[config.mk]
export PLATFORM = sky130hd
export DESIGN_NAME = imm_extend_pipe
export DESIGN_NICKNAME = d
export VERILOG_FILES = /design/src/rtl/imm_extend_pipe.sv
export SDC_FILE = /design/constraint.sdc
export NUM_CORES = 1
export LEC_CHECK = 0
export ABC_AREA = 1
export CAP_MARGIN = 30
export CORE_UTILIZATION = 37
export CTS_CLUSTER_DIAMETER = 80
export CTS_CLUSTER_SIZE = 20
export DETAILED_ROUTE_END_ITERATION = 10
export PLACE_DENSITY = 0.63
export SLEW_MARGIN = 20
export SYNTH_ARGS = -nofsm -noshare
export SYNTH_HDL_FRONTEND = slang
export SYNTH_SLANG_ARGS = --single-unit
[constraint.sdc]
create_clock -name clk -period 3.15 [get_ports clk]
set_input_delay 0.63 -clock clk [delete_from_list [all_inputs] [get_ports clk]]
set_output_delay 0.63 -clock clk [all_outputs]
set_load 0.05 [all_outputs]
[src/rtl/imm_extend_pipe.sv]
// rtl/imm_extend_pipe.sv - pipelined immediate extender behind a two-entry register slice
// Optional macro IMMEXT_BRANCH_MODE_EN enables mode 3 (branch offset); otherwise mode 3 flags out_err.
module imm_extend_pipe #(
  parameter int IN_W  = 16,
  parameter int OUT_W = 32,
  parameter int TAG_W = 5
) (
  input  logic             clk,
  input  logic             rst,
  input  logic             in_valid,
  output logic             in_ready,
  input  logic [IN_W-1:0]  in_imm,
  input  logic [1:0]       in_mode,
  input  logic [TAG_W-1:0] in_tag,
  output logic             out_valid,
  input  logic             out_ready,
  output logic [OUT_W-1:0] out_data,
  output logic [TAG_W-1:0] out_tag,
  output logic             out_err
);

  localparam int EXT_W = OUT_W - IN_W;

  typedef enum logic [1:0] {
    S_EMPTY = 2'd0,
    S_ONE   = 2'd1,
    S_FULL  = 2'd2
  } state_t;

  state_t            state;
  logic [OUT_W-1:0]  skid_data;
  logic [TAG_W-1:0]  skid_tag;
  logic              skid_err;

  logic [OUT_W-1:0]  zext;
  logic [OUT_W-1:0]  sext;
  logic [OUT_W-1:0]  uext;
  logic [OUT_W-1:0]  ext_data;
  logic              ext_err;
  logic              accept;
  logic              deliver;

  assign zext = {{EXT_W{1'b0}}, in_imm};
  assign sext = {{EXT_W{in_imm[IN_W-1]}}, in_imm};
  assign uext = {in_imm, {EXT_W{1'b0}}};

  always_comb begin
    ext_data = zext;
    ext_err  = 1'b0;
    case (in_mode)
      2'd0: ext_data = zext;
      2'd1: ext_data = sext;
      2'd2: ext_data = uext;
      default: begin
`ifdef IMMEXT_BRANCH_MODE_EN
        ext_data = {sext[OUT_W-3:0], 2'b00};
`else
        // unsupported branch mode still flows through, flagged, with the sign result
        ext_data = sext;
        ext_err  = 1'b1;
`endif
      end
    endcase
  end

  assign accept  = in_valid && in_ready;
  assign deliver = out_valid && out_ready;

  always_ff @(posedge clk or posedge rst) begin
    if (rst) begin
      state     <= S_EMPTY;
      out_valid <= 1'b0;
      in_ready  <= 1'b1;
      out_data  <= '0;
      out_tag   <= '0;
      out_err   <= 1'b0;
      skid_data <= '0;
      skid_tag  <= '0;
      skid_err  <= 1'b0;
    end else begin
      case (state)
        S_EMPTY: begin
          if (accept) begin
            out_data  <= ext_data;
            out_tag   <= in_tag;
            out_err   <= ext_err;
            out_valid <= 1'b1;
            state     <= S_ONE;
          end
        end
        S_ONE: begin
          if (accept && !deliver) begin
            skid_data <= ext_data;
            skid_tag  <= in_tag;
            skid_err  <= ext_err;
            in_ready  <= 1'b0;
            state     <= S_FULL;
          end else if (accept) begin
            out_data <= ext_data;
            out_tag  <= in_tag;
            out_err  <= ext_err;
          end else if (deliver) begin
            out_valid <= 1'b0;
            state     <= S_EMPTY;
          end
        end
        S_FULL: begin
          // in_ready is low here, so only the skid can refill the output register
          if (deliver) begin
            out_data <= skid_data;
            out_tag  <= skid_tag;
            out_err  <= skid_err;
            in_ready <= 1'b1;
            state    <= S_ONE;
          end
        end
        default: begin
          state     <= S_EMPTY;
          out_valid <= 1'b0;
          in_ready  <= 1'b1;
        end
      endcase
    end
  end

endmodule

==> results list <==
* Hold bufs inserted after CTS: 0
- Number of buffer and inverter stages on the critical path: 1
- Number of clock sinks: 80
* Routed vias/inst: 4.824
- Classification of the worst-slack hold path: flip-flop to flip-flop
- Die Wd: 103.9 um
- Input and output buffers added on the ports amount to 66.
- Maximum buffer depth of the clock tree: 2
* Warnings, synthesis: 0
* Area occupied by multi-input gates: 1584 um2
- Power spread over the standard cell area amounts to around 420 nW/um2.
- The total count of hold-check failures in the final report was 0.
- Data arrival time at the worst-slack endpoint: between 1.5 and 2 ns
* Syn avg cell area: slightly above 8 um2
* Vias post-DR: 3,227
- The share of total power dissipated in sequential elements is 0.511.
* Clock insertion delay at the later pin of the skew report: 0.36 ns
- Placed wire-length estimate: approximately 6000 um
- Synthesized cell area: 3845 um2
* Place WS: 0.7491 ns
* Largest net degree at the start of global routing: 64
- Post-route worst setup slack: ~0.79 ns
* Slew margin rel.: 0.6138
- The flow ran to the end, and the final reports show no timing, DRC or antenna violations.
- The total area inside the core boundary comes to 9910 um2.
* Number of detailed-routing iterations run before antenna repair: 5
* Fraction of the yosys area taken by sequential cells: 0.5210
- Leakage: 2.380 nW
* Transition time at the pin with the least slew margin: 0.5792 ns
- After detailed routing, the total wire length is around 9100 um.
* Post-layout total power: about 2.0 mW
- The worst setup path is of the flip-flop to output port kind.
- Cell internal power was estimated by the tool at 1.529 mW.
- First-pass GRT wire length: approximately 16,000 um
- In the final timing run, aggregate negative setup slack is 0 ns.
- Measured on the finished design, the core utilization comes to 0.4843.
* Setup crit end kind: output port
- The worst setup path is launched from a flip-flop.
* Max incr delay on CP: just over 0.8 ns
- Among all stages on the critical path, the largest delay is contributed by sky130_fd_sc_hd__clkdlybuf4s50_1.
* Total setup buffers inserted after CTS: 0
- At the end of the flow, the number of nets in the layout was ~560.
- At the end of routability-driven placement, the weighted congestion stood at 0.7991.
* Post-cts repair resize count: 0
- The floorplan step set the die height to 103.9 um.
- For the worst setup path, the data required time is about 2.5 ns.
- CTS built an H-tree with a depth of 3.
- The initial utilization of the core area, before any placement, comes to 0.3880.
- Cell-by-cell trace of the critical path: clkdlybuf4s50_1
- Summed over all layers, the global routing overflow is 0.
- DIE AREA: roughly 11,000 um2
- After clock tree synthesis, the clock-pin slew on the worst setup and hold paths is about 0.080 ns.
- Summing all flip-flop and latch instances after layout gives about 2000 um2.
- The synthesized netlist contains 25 unique library cells.
* Switching power total: 0.4792 mW
* Mapped Cells: 476
- Final Critical Period: around 2.4 ns
- Wire length per cell after detailed routing: approximately 14 um
- The via count of the first global-routing pass came to roughly 3,200.
- Total routing usage reported by global routing: 0.1820
- In this run the remaining antenna-violating nets after routing total 0.
- Clock buffers created by TritonCTS: 9
- TritonCTS clock tree: built
* Area grow syn2layout: 24.83%
- The tool flagged a number of max-cap violations equal to 0.
- For this run, design rule violations remaining after detail routing come to 0.
- Final critical-path share of the clock period: 0.7493
- Of the total power, combinational logic draws 0.071.
- Layout filler cell count: 990
- The final count of pins violating max slew was 0.
- Switch share: 0.2386
* Diodes inserted: 0
- Setup violations remaining at the end of the flow were counted as 0.
- For this block, the initial DRC count from the detailed router was between 200 and 300.
- Worst Skew: 0.007023 ns
* Count of standard-cell rows: 36
* Max rail drop VDD: 226.8 uV
- RSZ-0062 raised after global routing: false
- 67 I/O pins were placed.
- Counting flops and latches in the post-synthesis netlist gives 80.
- Of the cells placed in the final design, the portion with a size suffix greater than 1 is 0.1287.
- Number of antenna violations at the first check in global routing: 0
- Top achievable clock speed: 0.4237 GHz
- Category of cells accounting for the largest share of critical-path delay: buffers and inverters
- Worst-path maximum fanout: 4
* Clock share of power: 0.418
* Clock Root Buffer: sky130_fd_sc_hd__clkbuf_8
- Synthesized net count: 503
-- power by group through the flow --
stage	registers, mW	logic [mW]	clock network (mW)
after floorplan	1.05	0.0748	0
after detailed placement	1.05	0.143	0
final	1.03	0.143	0.839
after global placement	1.05	0.143	0
after global routing	1.03	0.162	0.901
after CTS	1.03	0.144	0.861
-- flip-flops by register name, summed over array words and instances (netlist names) --
register	flops
out_valid	1
skid_tag	5
state	2
skid_data	32
out_data	32
skid_err	1
out_err	1
in_ready	1
out_tag	5
-- Yosys cell counts --
cell	number	area, um2
sky130_fd_sc_hd__inv_2	2	7.510
sky130_fd_sc_hd__nand2_4	1	11.26
sky130_fd_sc_hd__dfstp_2	1	26.28
sky130_fd_sc_hd__and2_0	5	31.28
sky130_fd_sc_hd__nand3_1	34	170.2
sky130_fd_sc_hd__buf_4	3	22.52
sky130_fd_sc_hd__a21oi_1	1	5.000
sky130_fd_sc_hd__o21ai_0	35	175.2
sky130_fd_sc_hd__clkbuf_2	2	10.01
sky130_fd_sc_hd__buf_1	1	3.750
sky130_fd_sc_hd__nand3_4	1	17.52
sky130_fd_sc_hd__buf_2	9	45.04
sky130_fd_sc_hd__clkbuf_1	9	33.78
sky130_fd_sc_hd__o21ai_2	10	87.58
sky130_fd_sc_hd__or2_2	24	150.1
sky130_fd_sc_hd__inv_1	15	56.30
sky130_fd_sc_hd__o2111ai_1	1	8.760
sky130_fd_sc_hd__nand3_2	1	10.01
sky130_fd_sc_hd__o21ai_1	22	110.1
sky130_fd_sc_hd__nor2_2	1	6.260
sky130_fd_sc_hd__dfrtp_1	79	1977
sky130_fd_sc_hd__nand2_1	208	780.8
sky130_fd_sc_hd__nor2_1	2	7.510
sky130_fd_sc_hd__buf_6	7	78.83
sky130_fd_sc_hd__nand2_2	2	12.51
-- cells in the final DEF, fill, tap and decap left out, types with 2 or more instances in the layout --
cell type / instances
sky130_fd_sc_hd__or2_2: 24
sky130_fd_sc_hd__o21ai_2: 10
sky130_fd_sc_hd__clkinv_2: 2
sky130_fd_sc_hd__o21ai_0: 35
sky130_fd_sc_hd__clkinvlp_4: 3
sky130_fd_sc_hd__nand3_1: 34
sky130_fd_sc_hd__clkdlybuf4s50_1: 66
sky130_fd_sc_hd__bufinv_16: 2
sky130_fd_sc_hd__and2_0: 5
sky130_fd_sc_hd__o21ai_1: 22
sky130_fd_sc_hd__buf_12: 2
sky130_fd_sc_hd__dfrtp_1: 79
sky130_fd_sc_hd__nand2_2: 2
sky130_fd_sc_hd__nand2_1: 208
sky130_fd_sc_hd__nor2_1: 2
sky130_fd_sc_hd__inv_1: 14
sky130_fd_sc_hd__inv_2: 2
sky130_fd_sc_hd__clkbuf_8: 9
sky130_fd_sc_hd__buf_4: 6
-- stage by stage --
step | area (um2) | hold WS (ns) | instances
final | 4800 | 0.4810 | 669
after global routing | 4800 | 0.5000 | 669
after CTS | 4785 | 0.4807 | 668
after detailed placement | 4564 | 0.4619 | 652
after floorplan | 3845 | 0.4414 | 476
after global placement | 4564 | 0.4542 | 652
-- logic make-up (layout without fill, tap and decap cells) --
group | Yosys count | in the layout | share of synthesized area
compound gates | 69 | 69 | 0.1006
simple gates | 279 | 279 | 0.3114
flops | 80 | 80 | 0.5210
buf+inv | 48 | 108 | 0.06703
-- per-layer routing --
layer | vias up | GRT usage | wire length (um)
met4 | 0 | 0.05918 | 118
met2 | 96 | 0.2871 | 4193
met5 | - | 0 | 0
met3 | 13 | 0.03383 | 472
met1 | 1502 | 0.2521 | 4365
li1 | 1616 | - | -
-- worst paths after layout --
check / start / endpoint / slack, ns / cells past startpoint
max in group asynchronous: rst / out_data[0] / 1.90 / 3
worst max register to register: in_ready / skid_data[28] / 1.30 / 7
worst max-delay path: in_ready / in_ready / 0.79 / 1
worst min-delay path: skid_data[8] / skid_data[8] / 0.48 / 2
min in group asynchronous: rst / out_data[9] / 0.64 / 2
worst min register to register: skid_data[8] / skid_data[8] / 0.48 / 2
-- cell type report --
cell class / instances / area share
Sequential cell: 80 / 0.4174
Clock inverter: 7 / 0.02007
Tap cell: 133 / 0.03467
Inverter: 17 / 0.01356
Multi-Input combinational cell: 348 / 0.3300
Timing Repair Buffer: 75 / 0.1585
Clock buffer: 9 / 0.02581
-- worst min-delay path, cell delays in order, from the launching register on --
cell	delay (ns)
sky130_fd_sc_hd__dfrtp_1	0.34
sky130_fd_sc_hd__nand2_1	0.05
sky130_fd_sc_hd__o21ai_0	0.06
Note: power is estimated with default switching activity, not from simulation.
